<file path="config.mk">
export PLATFORM = sky130hd
export DESIGN_NAME = rv_clint_flat
export DESIGN_NICKNAME = d
export VERILOG_FILES = /design/src/rtl/pkg_rv_decode.sv /design/src/rtl/rv_clint_if.sv /design/src/rtl/rv_irq_sync.sv /design/src/rtl/rv_clint.sv /design/src/flat_wrapper.sv
export SDC_FILE = /design/constraint.sdc
export NUM_CORES = 1
export LEC_CHECK = 0
export BUFFER_PORTS_ARGS = -buffer_cell sky130_fd_sc_hd__buf_2
export CAP_MARGIN = 0
export CORE_AREA = 2 2 272 167
export CTS_CLUSTER_SIZE = 40
export DETAILED_ROUTE_END_ITERATION = 6
export DIE_AREA = 0 0 274 169
export PLACE_DENSITY = 0.54
export SYNTH_ARGS = -nofsm -noshare
export SYNTH_HDL_FRONTEND = slang
export SYNTH_HIERARCHICAL = 1
export SYNTH_SLANG_ARGS = --single-unit
</file>
<file path="constraint.sdc">
create_clock -name clk -period 4.5 [get_ports clk]
set_input_delay 0.9 -clock clk [delete_from_list [all_inputs] [get_ports clk]]
set_output_delay 0.9 -clock clk [all_outputs]
set_load 0.02 [all_outputs]
</file>
<file path="src/rtl/pkg_rv_decode.sv">
// Shared decode constants for the CLINT: CSR modes and addresses, MMIO offsets,
// interrupt cause codes and the service FSM state type.
package pkg_rv_decode;

  typedef enum logic [1:0] {
    CSR_RW  = 2'd0,
    CSR_SET = 2'd1,
    CSR_CLR = 2'd2,
    CSR_NOP = 2'd3
  } csrmd_t;

  typedef enum logic {
    ST_IDLE    = 1'b0,
    ST_SERVICE = 1'b1
  } svc_state_t;

  localparam logic [11:0] CSR_MIE    = 12'h304;
  localparam logic [11:0] CSR_MCAUSE = 12'h342;
  localparam logic [11:0] CSR_MIP    = 12'h344;

  localparam logic [31:0] OFF_MTIME_LO = 32'h00;
  localparam logic [31:0] OFF_MTIME_HI = 32'h04;
  localparam logic [31:0] OFF_CMP_LO   = 32'h08;
  localparam logic [31:0] OFF_CMP_HI   = 32'h0c;
  localparam logic [31:0] OFF_MODE     = 32'h10;
  localparam logic [31:0] OFF_PEND     = 32'h14;
  localparam logic [31:0] MAP_SIZE     = 32'h18;

  localparam logic [31:0] CAUSE_TIMER    = 32'h8000_0007;
  localparam logic [31:0] CAUSE_EXT_BASE = 32'h8000_0010;

  // mcause for external line k sits at interrupt code 16+k
  function automatic logic [31:0] ext_cause(input logic [3:0] k);
    return CAUSE_EXT_BASE | {28'd0, k};
  endfunction

endpackage

</file>
<file path="src/rtl/rv_clint_if.sv">
// Core-side data bus and CSR port of the CLINT.
// Handshake: rdy is the single advance qualifier. Any write, read launch or
// CSR update takes effect only on a clock edge where rdy=1; with rdy=0 the
// block ignores d_we/d_re/csr_md and d_dr holds its last value.
interface rv_clint_if;
  import pkg_rv_decode::*;

  logic [31:0] d_adr;
  logic [31:0] d_dw;
  logic [3:0]  d_we;
  logic        d_re;
  logic [31:0] d_dr;
  logic [11:0] csr_adr;
  csrmd_t      csr_md;
  logic [31:0] csr_wd;
  logic [31:0] csr_rd;

  modport master (
    output d_adr, d_dw, d_we, d_re, csr_adr, csr_md, csr_wd,
    input  d_dr, csr_rd
  );

  modport slave (
    input  d_adr, d_dw, d_we, d_re, csr_adr, csr_md, csr_wd,
    output d_dr, csr_rd
  );

endinterface

</file>
<file path="src/rtl/rv_irq_sync.sv">
// Two-flop synchroniser for the external interrupt lines plus a third flop
// used to detect synchronised rising edges.
module rv_irq_sync #(
  parameter int N = 4
) (
  input  logic         clk,
  input  logic         reset,
  input  logic [N-1:0] irq_async,
  output logic [N-1:0] level,
  output logic [N-1:0] rise
);

  logic [N-1:0] s1, s2, s3;

  // synchroniser chain; s3 remembers the previous synchronised level
  always_ff @(posedge clk) begin
    if (reset) begin
      s1 <= '0;
      s2 <= '0;
      s3 <= '0;
    end else begin
      s1 <= irq_async;
      s2 <= s1;
      s3 <= s2;
    end
  end

  assign level = s2;
  assign rise  = s2 & ~s3;

endmodule

</file>
<file path="src/rtl/rv_clint.sv">
// Core-local interruptor: 64-bit mtime/mtimecmp timer, NIRQ external lines
// (level or edge), mie/mip/mcause CSRs and a single-level in-service tracker.
module rv_clint
  import pkg_rv_decode::*;
#(
  parameter int          NIRQ = 4,
  parameter logic [31:0] BASE = 32'hffff8000,
  parameter int          TDIV = 1
) (
  input  logic            clk,
  input  logic            reset,
  input  logic            rdy,
  rv_clint_if.slave       bus,
  input  logic [NIRQ-1:0] irq,
  output logic            irq_req,
  input  logic            irq_ack,
  input  logic            mret,
  output logic [31:0]     irq_cause,
  output svc_state_t      svc_state
);

  localparam logic [31:0] MIE_MASK =
    32'h0000_0880 | (((32'd1 << NIRQ) - 32'd1) << 16);

  logic [31:0]     off, rd_data, mie, mcause, mip, cause_nxt;
  logic            mapped, wr, tip, tick, elig, take;
  logic [63:0]     mtime, mtimecmp;
  logic [NIRQ-1:0] irq_mode, edge_pend, pend, sync_level, sync_rise;
  logic [8:0]      pre_cnt;
  svc_state_t      state, state_nxt;

  rv_irq_sync #(.N(NIRQ)) u_sync (
    .clk       (clk),
    .reset     (reset),
    .irq_async (irq),
    .level     (sync_level),
    .rise      (sync_rise)
  );

  assign off    = bus.d_adr - BASE;
  assign mapped = (off < MAP_SIZE) && (off[1:0] == 2'b00);
  assign wr     = rdy && (bus.d_we == 4'b1111) && mapped;
  assign tick   = (pre_cnt == 9'(TDIV - 1));
  assign pend   = (irq_mode & edge_pend) | (~irq_mode & sync_level);
  assign take   = rdy && irq_ack && irq_req;

  // prescaler and mtime; a word write wins over that cycle's increment
  always_ff @(posedge clk) begin
    if (reset) begin
      pre_cnt <= '0;
      mtime   <= '0;
    end else begin
      pre_cnt <= tick ? 9'd0 : pre_cnt + 9'd1;
      if (wr && off == OFF_MTIME_LO)      mtime[31:0]  <= bus.d_dw;
      else if (wr && off == OFF_MTIME_HI) mtime[63:32] <= bus.d_dw;
      else if (tick)                      mtime        <= mtime + 64'd1;
    end
  end

  // compare, mode and edge-pending registers; a new edge beats a W1C
  always_ff @(posedge clk) begin
    if (reset) begin
      mtimecmp  <= '0;
      irq_mode  <= '0;
      edge_pend <= '0;
      tip       <= 1'b0;
    end else begin
      if (wr && off == OFF_CMP_LO) mtimecmp[31:0]  <= bus.d_dw;
      if (wr && off == OFF_CMP_HI) mtimecmp[63:32] <= bus.d_dw;
      if (wr && off == OFF_MODE)   irq_mode        <= bus.d_dw[NIRQ-1:0];
      edge_pend <= (edge_pend & ~((wr && off == OFF_PEND) ? bus.d_dw[NIRQ-1:0] : '0))
                   | (sync_rise & irq_mode);
      tip <= (mtime >= mtimecmp);
    end
  end

  // MMIO read mux; unmapped offsets read as zero
  always_comb begin
    rd_data = '0;
    if (mapped) begin
      case (off)
        OFF_MTIME_LO: rd_data = mtime[31:0];
        OFF_MTIME_HI: rd_data = mtime[63:32];
        OFF_CMP_LO:   rd_data = mtimecmp[31:0];
        OFF_CMP_HI:   rd_data = mtimecmp[63:32];
        OFF_MODE:     rd_data = 32'(irq_mode);
        OFF_PEND:     rd_data = 32'(pend);
        default:      rd_data = '0;
      endcase
    end
  end

  // registered read data, held while the pipeline is stalled
  always_ff @(posedge clk) begin
    if (reset)    bus.d_dr <= '0;
    else if (rdy) bus.d_dr <= bus.d_re ? rd_data : '0;
  end

  // mip view assembled from pending sources
  always_comb begin
    mip            = '0;
    mip[16 +: NIRQ] = pend;
    mip[11]        = |pend;
    mip[7]         = tip;
  end

  // combinational CSR read
  always_comb begin
    case (bus.csr_adr)
      CSR_MIE:    bus.csr_rd = mie;
      CSR_MIP:    bus.csr_rd = mip;
      CSR_MCAUSE: bus.csr_rd = mcause;
      default:    bus.csr_rd = '0;
    endcase
  end

  // mie read-modify-write and mcause capture on a taken interrupt
  always_ff @(posedge clk) begin
    if (reset) begin
      mie    <= '0;
      mcause <= '0;
    end else begin
      if (rdy && bus.csr_adr == CSR_MIE) begin
        case (bus.csr_md)
          CSR_RW:  mie <= bus.csr_wd & MIE_MASK;
          CSR_SET: mie <= mie | (bus.csr_wd & MIE_MASK);
          CSR_CLR: mie <= mie & ~bus.csr_wd;
          default: mie <= mie;
        endcase
      end
      if (take) mcause <= cause_nxt;
    end
  end

  // priority pick: timer first, then the lowest-numbered external line
  always_comb begin
    elig      = 1'b0;
    cause_nxt = '0;
    for (int k = NIRQ - 1; k >= 0; k--) begin
      if (pend[k] && mie[11] && mie[16 + k]) begin
        elig      = 1'b1;
        cause_nxt = ext_cause(4'(k));
      end
    end
    if (tip && mie[7]) begin
      elig      = 1'b1;
      cause_nxt = CAUSE_TIMER;
    end
  end

  // in-service state register
  always_ff @(posedge clk) begin
    if (reset) state <= ST_IDLE;
    else       state <= state_nxt;
  end

  // in-service transitions; a take in IDLE wins over a simultaneous mret
  always_comb begin
    state_nxt = state;
    case (state)
      ST_IDLE:    if (take) state_nxt = ST_SERVICE;
      ST_SERVICE: if (rdy && mret) state_nxt = ST_IDLE;
      default:    state_nxt = ST_IDLE;
    endcase
  end

  assign irq_req   = elig && (state == ST_IDLE);
  assign irq_cause = cause_nxt;
  assign svc_state = state;

endmodule

</file>
<file path="src/flat_wrapper.sv">
// flat-port wrapper written by rule: the top's interface ports become plain ports
module rv_clint_flat import pkg_rv_decode::*;
#(
  parameter int          NIRQ = 4,
  parameter logic [31:0] BASE = 32'hffff8000,
  parameter int          TDIV = 1
)
  (clk, reset, rdy, irq, irq_req, irq_ack, mret, irq_cause, svc_state, bus_d_adr, bus_d_dw, bus_d_we, bus_d_re, bus_csr_adr, bus_csr_md, bus_csr_wd, bus_d_dr, bus_csr_rd);
  rv_clint_if bus_i ();
  input  logic clk;
  input  logic reset;
  input  logic rdy;
  input  logic [NIRQ-1:0] irq;
  output logic irq_req;
  input  logic irq_ack;
  input  logic mret;
  output logic [31:0] irq_cause;
  output svc_state_t svc_state;
  input wire logic [$bits(bus_i.d_adr)-1:0] bus_d_adr;
  input wire logic [$bits(bus_i.d_dw)-1:0] bus_d_dw;
  input wire logic [$bits(bus_i.d_we)-1:0] bus_d_we;
  input wire logic [$bits(bus_i.d_re)-1:0] bus_d_re;
  input wire logic [$bits(bus_i.csr_adr)-1:0] bus_csr_adr;
  input wire logic [$bits(bus_i.csr_md)-1:0] bus_csr_md;
  input wire logic [$bits(bus_i.csr_wd)-1:0] bus_csr_wd;
  output wire logic [$bits(bus_i.d_dr)-1:0] bus_d_dr;
  output wire logic [$bits(bus_i.csr_rd)-1:0] bus_csr_rd;
  assign bus_i.d_adr = bus_d_adr;
  assign bus_i.d_dw = bus_d_dw;
  assign bus_i.d_we = bus_d_we;
  assign bus_i.d_re = bus_d_re;
  assign bus_i.csr_adr = bus_csr_adr;
  assign bus_i.csr_md = bus_csr_md;
  assign bus_i.csr_wd = bus_csr_wd;
  assign bus_d_dr = bus_i.d_dr;
  assign bus_csr_rd = bus_i.csr_rd;
  rv_clint #(.NIRQ(NIRQ), .BASE(BASE), .TDIV(TDIV)) u_core (.clk(clk), .reset(reset), .rdy(rdy), .bus(bus_i), .irq(irq), .irq_req(irq_req), .irq_ack(irq_ack), .mret(mret), .irq_cause(irq_cause), .svc_state(svc_state));
endmodule
</file>
After elaboration in Yosys (flattened, before gate mapping)
Index checks and enable logic that the tools add are counted.

storage, ports and cells
  register bits after elaboration = 255
  input bits = 124
  output and inout port bits = 98
  logic and storage cells = 105

cells by class
  $add $sub $neg = 3
  $lt $le $gt $ge = 2
  eq/ne operators = 12
  mux-type cells = 23
  bitwise logic cells = 15
  reduce and logical (&&, ||, !) cells = 35

operator list
  cell                                                   number
  two-way mux 32 bit                                     10
  case mux 32 bit (3 select lines)                       2
  case mux 32 bit (6 select lines)                       1
  adder 64 x 1 -> 64 bit, second input constant          1
  equality test 32 x 4 -> 1 bit, second input constant   2
  equality test 32 x 5 -> 1 bit, second input constant   2
  greater-or-equal comparator 64 bit                     1
  two-way mux 64 bit                                     1
  equality test 12 x 10 -> 1 bit, second input constant  3
  bitwise AND 32 bit                                     1
  equality test 32 x 3 -> 1 bit, second input constant   1
  zero test 32 bit                                       1
  < comparator 32 x 5 -> 1 bit, second input constant    1
  NOT 32 bit                                             1
  OR 32 x 20 -> 32 bit                                   1
  subtractor 32 bit, second input constant               1
  logical AND 1 bit                                      23
  bitwise AND 4 bit                                      5
  NOT 4 bit                                              3
  adder 9 x 1 -> 9 bit, second input constant            1
  zero test 9 bit                                        1
  OR 4 bit                                               2
  two-way mux 1 bit                                      7
  AND reduction 2 bit                                    3
  other kinds (12)                                       15

Longest topological paths before layout
Gate-level depths: netlist (run 1).

  depth in word-level cells = 14
  gate-level depth with buffers = 14
  depth with buffers taken out = 11

Cells and area by module
Netlist (run 1), hierarchy kept.

by module, submodules not included
  module       instances  cells an instance  area each (um2)  sequential area each (um2)
  rv_clint     1          1605               12583.3          4324.1
  rv_irq_sync  1          29                 391.6            240.2

Least setup slack after synthesis (run 1)
Ideal clock, no wire load.

  kind = in2reg
  from = input bus_d_adr[15]
  to = register u_core.mtimecmp[10]
  setup time = 0.132 ns
  data arrival time = 3.576 ns
  required time = 4.368 ns
  path slack = 0.791 ns
  stages = 13
  path buffers = 4
  cell sequence = ha_1 -> buf_4 -> xor2_1 -> a2111oi_2 -> o2111ai_1 -> a211o_1 -> or3b_1 -> buf_2 -> or4b_2 -> clkbuf_1 -> buf_2 -> nand2_1 -> a21oi_1

on the way
  cells in the longest elaborated chain, start to end = 5
  elaborated cells between the ends (all ways) = 6
  those cells by class = add/sub: 1; order compare: 1; eq/ne: 1; reduce/logical: 3

ends and longest elaborated chain
  what                          line                text
  start, declared               flat_wrapper.sv:19  input wire logic [$bits(bus_i.d_adr)-1:0] bus_d_adr;
  subtractor 32 bit *           rv_clint.sv:40      assign off = bus.d_adr - BASE;
  < comparator 32 x 5 -> 1 bit  rv_clint.sv:41      assign mapped = (off < MAP_SIZE) && (off[1:0] == 2'b00);
  logical AND 1 bit             rv_clint.sv:41
  logical AND 1 bit             rv_clint.sv:42      assign wr = rdy && (bus.d_we == 4'b1111) && mapped;
  logical AND 1 bit *           rv_clint.sv:68      if (wr && off == OFF_CMP_LO) mtimecmp[31:0] <= bus.d_dw;
  end signal, assigned          rv_clint.sv:68
  end, declared                 rv_clint.sv:27      logic [63:0] mtime, mtimecmp;

Every way passes the cells marked *; elsewhere a longest branch is shown, timed or not.
A chain may end at the register's enable or synchronous reset.

Final worst setup path (run 1)
  from = input bus_d_adr[15]
  to = register u_core.mtime[11]

on the way
  cells in the longest elaborated chain, start to end = 7
  elaborated cells between the ends (all ways) = 12
  those cells by class = add/sub: 1; order compare: 1; eq/ne: 2; mux: 1; reduce/logical: 7

ends and longest elaborated chain
  what                                                                           line                            text
  subtractor 32 bit *                                                            rv_clint.sv:40
  < comparator 32 x 5 -> 1 bit                                                   rv_clint.sv:41
  logical AND 1 bit                                                              rv_clint.sv:41
  logical AND 1 bit                                                              rv_clint.sv:42
  logical AND 1 bit, on equally long branches                                    rv_clint.sv:55, rv_clint.sv:54
  != test 2 x 1 -> 1 bit (no source line) or nonzero test 2 bit (tied branches)  -
  AND reduction 2 bit (no source line)                                           -
  end signal, assigned                                                           rv_clint.sv:54                  if (wr && off == OFF_MTIME_LO) mtime[31:0] <= bus.d_dw;
  end signal, assigned                                                           rv_clint.sv:56                  else if (tick) mtime <= mtime + 64'd1;
  end, declared                                                                  rv_clint.sv:27

Marked as above.

==> results of run 1 <==
-- per-layer routing --
metal,track usage [%],up-vias,share of wire (%)
li1,-,6079,-
met1,29.0,6110,50
met2,27.4,429,41
met3,3.69,48,7.8
met4,3.36,6,1.3
met5,0,-,0.069
-- per-stage QoR --
stage | power, mW | utilization, % | setup slack (ns) | area [um^2] | hold WS (ns)
global route | 4.68 | 35.0 | 0.517 | 15400 | 0.455
detailed placement | 2.31 | 33.0 | 0.258 | 14500 | 0.424
floorplan | 2.21 | - | 0.791 | 13100 | 0.415
CTS | 4.58 | 35.0 | 0.813 | 15400 | 0.439
finish | 4.52 | 35.0 | 0.735 | 15400 | 0.435
global placement | 2.31 | 33.0 | 0.293 | 14500 | 0.427
-- cell usage in the layout, fill, tap and decap left out, types with 8 or more instances in the layout --
cell type | netlist | layout
nand3_1 | 30 | 30
nor2b_1 | 12 | 12
nand4_1 | 38 | 38
o21bai_1 | 9 | 9
a311oi_1 | 8 | 8
a31oi_1 | 12 | 12
and4_1 | 12 | 12
conb_1 | 1 | 27
nand2_1 | 236 | 236
dfxtp_1 | 228 | 228
nand2b_1 | 11 | 11
clkbuf_16 | 0 | 27
and2_1 | 36 | 36
o21ai_1 | 21 | 21
nor4_1 | 15 | 15
xor2_1 | 15 | 15
buf_2 | 29 | 193
mux2i_1 | 17 | 17
nor2_1 | 111 | 107
nor3_1 | 36 | 34
nor2b_2 | 8 | 8
clkbuf_8 | 0 | 8
a21o_1 | 25 | 25
a21oi_1 | 138 | 138
and3b_1 | 27 | 27
xnor2_1 | 29 | 29
ha_1 | 71 | 71
buf_4 | 28 | 37
a221oi_1 | 30 | 30
a211oi_1 | 39 | 39
and3_1 | 13 | 13
o21ai_0 | 71 | 71
inv_1 | 85 | 85
a22o_1 | 40 | 40
-- registers in the layout (all words and copies together) (netlist names) --
signal               flops
u_core/bus.d_dr         32
u_core/edge_pend         4
u_core/irq_mode          4
u_core/mcause            5
u_core/mie              32
u_core/mtime            64
u_core/mtimecmp         64
u_core/pre_cnt           9
u_core/svc_state         1
u_core/tip               1
u_core/u_sync/level      4
u_core/u_sync/s1         4
u_core/u_sync/s3         4
-- area by class of cell --
type                       count  area (um^2)
sequential                   228         4560
tap                          589          737
timing repair buffer         234         1320
inverter                      85          319
fill                        4640        28600
clock buffer                  40          805
clock inverter                 8         92.6
multi-input combinational   1221         7580
antenna                        2         5.00
-- where the power goes --
| group | leakage [nW] | switching (mW) | internal [mW] |
|---|---|---|---|
| sequential | 1.84 | 0.00871 | 2.03 |
| clock | 0.444 | 0.912 | 1.34 |
| combinational | 3.69 | 0.156 | 0.0805 |
-- path summary, 6_finish.rpt --
path | endpoint | slack [ns] | start
min reg2reg | u_core/u_sync/level[0] | 0.43 | u_core/u_sync/s1[0]
min | u_core/u_sync/level[0] | 0.43 | u_core/u_sync/s1[0]
max reg2reg | u_core/mtime[63] | 0.90 | u_core/mtime[6]
max | u_core/mtime[11] | 0.73 | bus_d_adr[15]
-- logic make-up (layout without fill, tap and decap cells) --
| group | after synthesis | in the layout | share of synthesized area (%) |
|---|---|---|---|
| fa+ha+maj | 71 | 71 | 6.85 |
| mux | 21 | 21 | 1.66 |
| flops | 228 | 228 | 35.2 |
| buf+inv | 211 | 367 | 7.43 |
| xor+xnor | 44 | 44 | 2.97 |
| compound gates | 427 | 427 | 21.2 |
| simple gates | 631 | 631 | 24.7 |
| other cells | 1 | 29 | 0.0289 |
-- worst max-delay path, delay by kind of cell --
kind | cells | cell delay (ns)
and+or+nand+nor | 6 | 1.93
buffers and inverters | 2 | 0.36
adders and majority gates | 1 | 0.35
muxes | 1 | 0.24
AOI/OAI and AO/OA | 2 | 0.46
==> results.yml, run 1 <==
worst_setup_path:
  r2r_cells: 9
  cp_slowest_cell: "nor2_1"
  critPathMaxFanout: 14
  crit_chain: "buf_2, ha_1, nand4_1, nor4_1, mux2i_1, nand2_1, or3b_1, buf_4, nor4_4, nor2_1, o21ai_0, a21oi_1"
  crit_type: "input port to flop"
  max_stage_delay_ns: 0.87
  required_ns: 4.97
  cp.arrival_ns: 4.24
  startpoint_type: "input port"
  endpoint_kind: "flop"
timing:
  final_hold_viol_count: 0
  setup_tns_ns: 0
  timing.fmax_ghz: 0.266
  slew_headroom_pct: 23.3
  rsz0062_at_grt: "false"
  finClkSkew_ns: 0.00793
  period_needed_ns: 3.77
  finalMaxSlewViolations: 0
  min_period_over_period_pct: 83.7
  setup_viol: 0
  max_slew.worst_pin.slew_ns: 1.15
power_and_ir_drop:
  p_leak_nw: 5.97
  ir_drop_mv: 0.252
  powerDensity_mw_per_mm2: 293
floorplan:
  die-area_mm2: 0.0463
  io_pins: 222
  start_util_pct: 29.5
  die_height_um: 169
  num_rows: 60
  die_w_um: 274
  core_mm2: 0.0440
cts:
  ctsRootBufferMaster: "clkbuf_16"
  clk_pin_slew_worst_paths_ns: 0.06
  clock_latency_ns: 0.55
  cts_tree: "built"
  cts_setup_buffers: 0
  clockBufferDepth: 3
  cts_hold_buf: 0
  ctsResizeCount: 0
  cts_buffers: 26
  htreeDepth: 1
  clock_sinks: 228
yosys:
  synth_common_cells: "nand2_1 (236), dfxtp_1 (228), a21oi_1 (138)"
  synthFlopType: "dfxtp_1"
  synthCells: 1634
  synth_area_leaders: "dfxtp_1 (35%), ha_1 (6.8%), nand2_1 (6.8%)"
  yosys.area.top_type: "dfxtp_1"
  synth.cell_area_mm2: 0.0130
  ys_seq_area_share_pct: 35.2
  synth_seq_cells: 228
  synth.most_common_cell: "nand2_1"
  synth_top_cell_area_share_pct: 35.2
  synth.avg_cell_area_um2: 7.94
  synth-edff-count: 0
  yosysUniqueCellTypes: 71
  yosys_warnings: 6
  postSynth.asyncResetShare_pct: 0
min_path:
  hp-class: "flop to flop"
  holdPathStages: 1
detailed_routing:
  drc_errors: 2
  vias: 12700
  dr.pass1.iters: 7
  routed_wl_mm: 45.1
  routedWlPerCell_um: 18.7
  initialDrtViolationCount: 1162
  viasPerCell: 5.26
  antenna_left: 0
global_routing:
  grt_pass1_wl_mm: 69.2
  grt_start_max_net_pins: 126
  antenna_found_initial: 6
  grt_pass1_vias: 11700
  grt_usage_pct: 19.0
  gr-total-overflow: 0
placement:
  place_hpwl_mm: 33.1
  gp_congestion: 0.883
  numPortBuffers: 194
  placed_cells_incl_taps: 2357
cells_and_area:
  instances_no_fill: 2407
  drive_above_1_share_pct: 17.3
  fin_nets: 1991
  area.growth.synth_to_final_pct: 18.8
run:
  drv_cap: 0
outcome:
  failed_checks: "DRC"
  status: "finished, violations left"
Note: power is estimated with default switching activity, not from simulation.
==> run 2, diff against run 1 <==
clock period = 3.9 ns   (was 4.5 ns; I/O delays follow)
==> results.yml, run 2 (synthesis gave the netlist of run 1 again) <==
outcome:
  status: "finished clean"
timing:
  period_needed_ns: 3.61
  rsz0062_at_grt: "false"
  max_slew.worst_pin.slew_ns: 0.845
  finalMaxSlewViolations: 0
  fin_hold_ws_ns: 0.433
  timing.fmax_ghz: 0.277
  setup_tns_ns: 0
  setup_viol: 0
  final_hold_viol_count: 0
  finalWorstSetupSlack_ns: 0.288
  finClkSkew_ns: 0.0106
  min_period_over_period_pct: 92.6
  slew_headroom_pct: 43.7
power_and_ir_drop:
  ir_drop_mv: 0.284
  p_leak_nw: 6.18
  powerDensity_mw_per_mm2: 337
  power.total_mw: 5.32
floorplan:
  core_mm2: 0.0440
  start_util_pct: 29.5
  die-area_mm2: 0.0463
  num_rows: 60
  io_pins: 222
  die_height_um: 169
  die_w_um: 274
worst_setup_path:
  r2r_slack_ns: 0.67
  r2r-start: "u_core/mtime[37]"
  cp.arrival_ns: 4.09
  crit_type: "input port to flop"
  endpoint_kind: "flop"
  r2r_cells: 10
  startpoint_type: "input port"
  required_ns: 4.38
  critPathMaxFanout: 6
  startpoint: "bus_d_adr[15]"
  crit_path_end: "u_core/bus.d_dr[2]"
  reg2reg_to: "u_core/tip"
cts:
  clockBufferDepth: 3
  cts_hold_buf: 0
  clk_pin_slew_worst_paths_ns: 0.06
  cts_setup_buffers: 0
  cts_buffers: 26
  clock_latency_ns: 0.55
  ctsResizeCount: 0
  clock_sinks: 228
  ctsRootBufferMaster: "clkbuf_16"
  htreeDepth: 1
  cts_tree: "built"
placement:
  place_hpwl_mm: 33.9
  placed_cells_incl_taps: 2392
  gp_congestion: 0.885
  place_area_mm2: 0.0149
  dpl_worst_slack_ns: -0.145
  numPortBuffers: 194
detailed_routing:
  vias: 12700
  dr.pass1.iters: 5
  antenna_left: 0
  routedWlPerCell_um: 18.6
  initialDrtViolationCount: 1002
  routed_wl_mm: 45.3
  viasPerCell: 5.22
  drc_errors: 0
run:
  drv_cap: 0
global_routing:
  grt_start_max_net_pins: 70
  antenna_found_initial: 4
  gr-total-overflow: 0
  grt_pass1_wl_mm: 69.5
  grt_usage_pct: 19.1
  grt_pass1_vias: 11700
cells_and_area:
  fin_nets: 2026
  top_regs: "u_core/mtime x64, u_core/mtimecmp x64"
  final_core_util_pct: 35.9
  final_common_cell: "nand2_1"
  final_cell_mix: "nand2_1 (236), dfxtp_1 (228), buf_2 (193)"
  area.growth.synth_to_final_pct: 21.7
  drive_above_1_share_pct: 18.9
  post-route-cell-area_mm2: 0.0158
  instances_no_fill: 2439
min_path:
  hp-class: "flop to flop"
  min_from: "u_core/u_sync/s1[0]"
[run 2: cell types whose count changed in the layout (fill, tap and decap cells not counted), sizes merged]
cell	previous run	this run
clkinv	5	4
bufinv	2	4
buf	234	269
diode	2	1
clkbuf	40	37
[run 2: worst max-delay path, stage by stage]
cell and delay (ns):
buf_2 0.11, ha_1 0.23, buf_4 0.17, nand4_1 0.11
nor4_1 0.44, nand3_1 0.17, nand2_1 0.14, or3b_1 0.50
or4_4 0.51, a2111oi_0 0.60, buf_4 0.22, a21oi_1 0.04
nor2_1 0.08
[run 2: worst min-delay path by stage]
stage                                  end  slack [ns]  cells after the start
finish              u_core/u_sync/level[0]        0.43                      1
global route           u_core/u_sync/s1[2]        0.42                      2
global placement    u_core/u_sync/level[0]        0.43                      1
detailed placement  u_core/u_sync/level[0]        0.43                      1
floorplan           u_core/u_sync/level[0]        0.41                      1
CTS                    u_core/u_sync/s1[2]        0.42                      2
[run 2: routing by layer]
layer | up-vias | GRT usage [%] | routed length (um)
li1 | 6140 | - | -
met1 | 6038 | 29.5 | 22600
met2 | 499 | 26.4 | 18000
met3 | 58 | 3.73 | 3680
met4 | 4 | 5.17 | 1010
met5 | - | 0 | 21
[run 2: layout make-up]
class                      count  area [um^2]
tap                          589          737
inverter                      85          319
timing repair buffer         269         1670
sequential                   228         4560
fill                        4579        28200
antenna                        1         2.50
multi-input combinational   1221         7580
clock buffer                  37          773
clock inverter                 9          148
[run 2: power breakdown]
part           internal, mW  switching, mW  total, mW  leakage [nW]
Sequential             2.34        0.00718       2.34          1.84
Clock                  1.64           1.06       2.69         0.453
Combinational        0.0957          0.182      0.277          3.89
Total                  4.07           1.25       5.32          6.18
==> run 3, diff against run 2 <==
PLACE_DENSITY = 0.55   (was 0.54)
clock period = 3.3 ns   (was 3.9 ns; I/O delays follow)
==> results.yml, run 3 (synthesis gave the netlist of run 1 again) <==
detailed_routing:
  routedWlPerCell_um: 18.5
  antenna_left: 0
  dr.pass1.iters: 5
  vias: 12800
  drt-met1-wl_mm: 23.0
  wl_met3_mm: 4.11
  highest_layer: "met5"
  viasPerCell: 5.20
  initialDrtViolationCount: 1048
  drc_errors: 0
  met2_wirelength_mm: 17.8
  routed_wl_mm: 45.5
cts:
  clock_sinks: 228
  ctsRootBufferMaster: "clkbuf_16"
  htreeDepth: 1
  clockBufferDepth: 3
  clk_pin_slew_worst_paths_ns: 0.07
  cts_buffers: 25
  clock_latency_ns: 0.54
  cts_tree: "built"
cells_and_area:
  fin_nets: 2052
  area.growth.synth_to_final_pct: 23.3
  final_common_cell: "nand2_1"
  drive_above_1_share_pct: 20.1
  n_fill_cell: 4623
  diodes: 0
  top_regs: "u_core/mtime x64, u_core/mtimecmp x64"
  final_cell_mix: "nand2_1 (236), dfxtp_1 (228), buf_2 (193)"
  final_core_util_pct: 36.4
min_path:
  min_from: "irq[1]"
  hp-class: "input port to flop"
floorplan:
  die-area_mm2: 0.0463
  core_mm2: 0.0440
  die_w_um: 274
  num_rows: 60
  io_pins: 222
  die_height_um: 169
  start_util_pct: 29.5
timing:
  period_needed_ns: 3.13
  timing.fmax_ghz: 0.320
  setup_viol: 0
  finClkSkew_ns: 0.0201
  min_period_over_period_pct: 94.7
  finalWorstSetupSlack_ns: 0.174
  max_slew.worst_pin.slew_ns: 0.750
  finalMaxSlewViolations: 0
  slew_headroom_pct: 50.0
  final_hold_viol_count: 0
  rsz0062_at_grt: "false"
worst_setup_path:
  r2r-start: "u_core/mtime[37]"
  startpoint: "u_core/mtime[37]"
  crit_family: "compound AO/OA/AOI/OAI gates"
  cp_num_buf_inv: 1
  crit_type: "flop to flop"
  startpoint_type: "flop"
  crit_top_cell: "o21ai_0"
  cp.arrival_ns: 3.55
  max_stage_delay_ns: 0.47
  critPathMaxFanout: 6
  crit_chain: "ha_1, a21o_1, a21o_1, a21oi_1, o21ai_0, a221oi_2, o21ai_0, a22oi_1, o21a_1, o21ai_0, buf_4"
  cp_slowest_cell: "a221oi_2"
  endpoint_kind: "flop"
  required_ns: 3.72
global_routing:
  grt_start_max_net_pins: 98
  gr-total-overflow: 0
  grt_usage_pct: 19.0
  grt_pass1_vias: 11800
  antenna_found_initial: 3
  grt_pass1_wl_mm: 69.3
power_and_ir_drop:
  power_frac_clock_pct: 47.7
  p_sw_share_pct: 24.0
  pwr-share-seq_pct: 46.4
  p_int_mw: 4.53
  p_leak_nw: 6.32
  p_sw_mw: 1.44
  powerDensity_mw_per_mm2: 373
  share_comb_of_total_power_pct: 5.9
  ir_drop_mv: 0.278
placement:
  gp_congestion: 0.938
  place_hpwl_mm: 34.1
  numPortBuffers: 194
  dpl_worst_slack_ns: -0.324
outcome:
  status: "finished clean"
run:
  drv_cap: 0
-- run 3: metrics by stage --
| step | cell area [um^2] | hold WS [ns] | total power, mW | setup TNS [ns] | instances |
|---|---|---|---|---|---|
| after floorplan | 13100 | 0.415 | 3.01 | -0.521 | 1660 |
| after global placement | 15200 | 0.419 | 3.18 | -29.33 | 2419 |
| after detailed placement | 15200 | 0.425 | 3.18 | -37.43 | 2419 |
| after CTS | 16000 | 0.311 | 6.04 | 0 | 2463 |
| after global routing | 16000 | 0.314 | 6.19 | 0 | 2463 |
| final | 16000 | 0.337 | 5.97 | 0 | 2463 |
-- run 3: what timing repair did --
item / CTS / global route
hold buffers: 0 / 0
setup buffers: 0 / 0
endpoints found under the setup margin: 0 / 2
resized for setup: 0 / 2
-- run 3: routing by layer --
layer,track usage (%),up-vias
li1,-,6196
met1,29.9,6075
met2,25.9,486
met3,4.45,52
met4,3.17,4
met5,0,-
-- run 3: layout make-up --
type                            count  area (um^2)  share of cell area (%)
Timing Repair Buffer              296         1960                    12.2
Inverter                           85          319                    1.99
Multi-Input combinational cell   1221         7600                    47.5
Clock buffer                       36          747                    4.67
Sequential cell                   228         4560                    28.5
Clock inverter                      8         68.8                   0.430
Tap cell                          589          737                    4.61
-- run 3: path summary, 6_finish.rpt --
check             cells past startpoint                endpoint  slack [ns]
setup / recovery                     11              u_core/tip        0.17
hold / removal                        2     u_core/u_sync/s1[1]        0.34
setup reg to reg                     11              u_core/tip        0.17
hold reg to reg                       1  u_core/u_sync/level[0]        0.43
-- run 3: power by group through the flow --
stage	Combinational (mW)	Sequential, mW	Clock [mW]
final	0.351	2.77	2.85
after floorplan	0.182	2.83	0
after detailed placement	0.348	2.83	0
after global routing	0.382	2.77	3.03
after global placement	0.347	2.83	0
after CTS	0.349	2.77	2.92
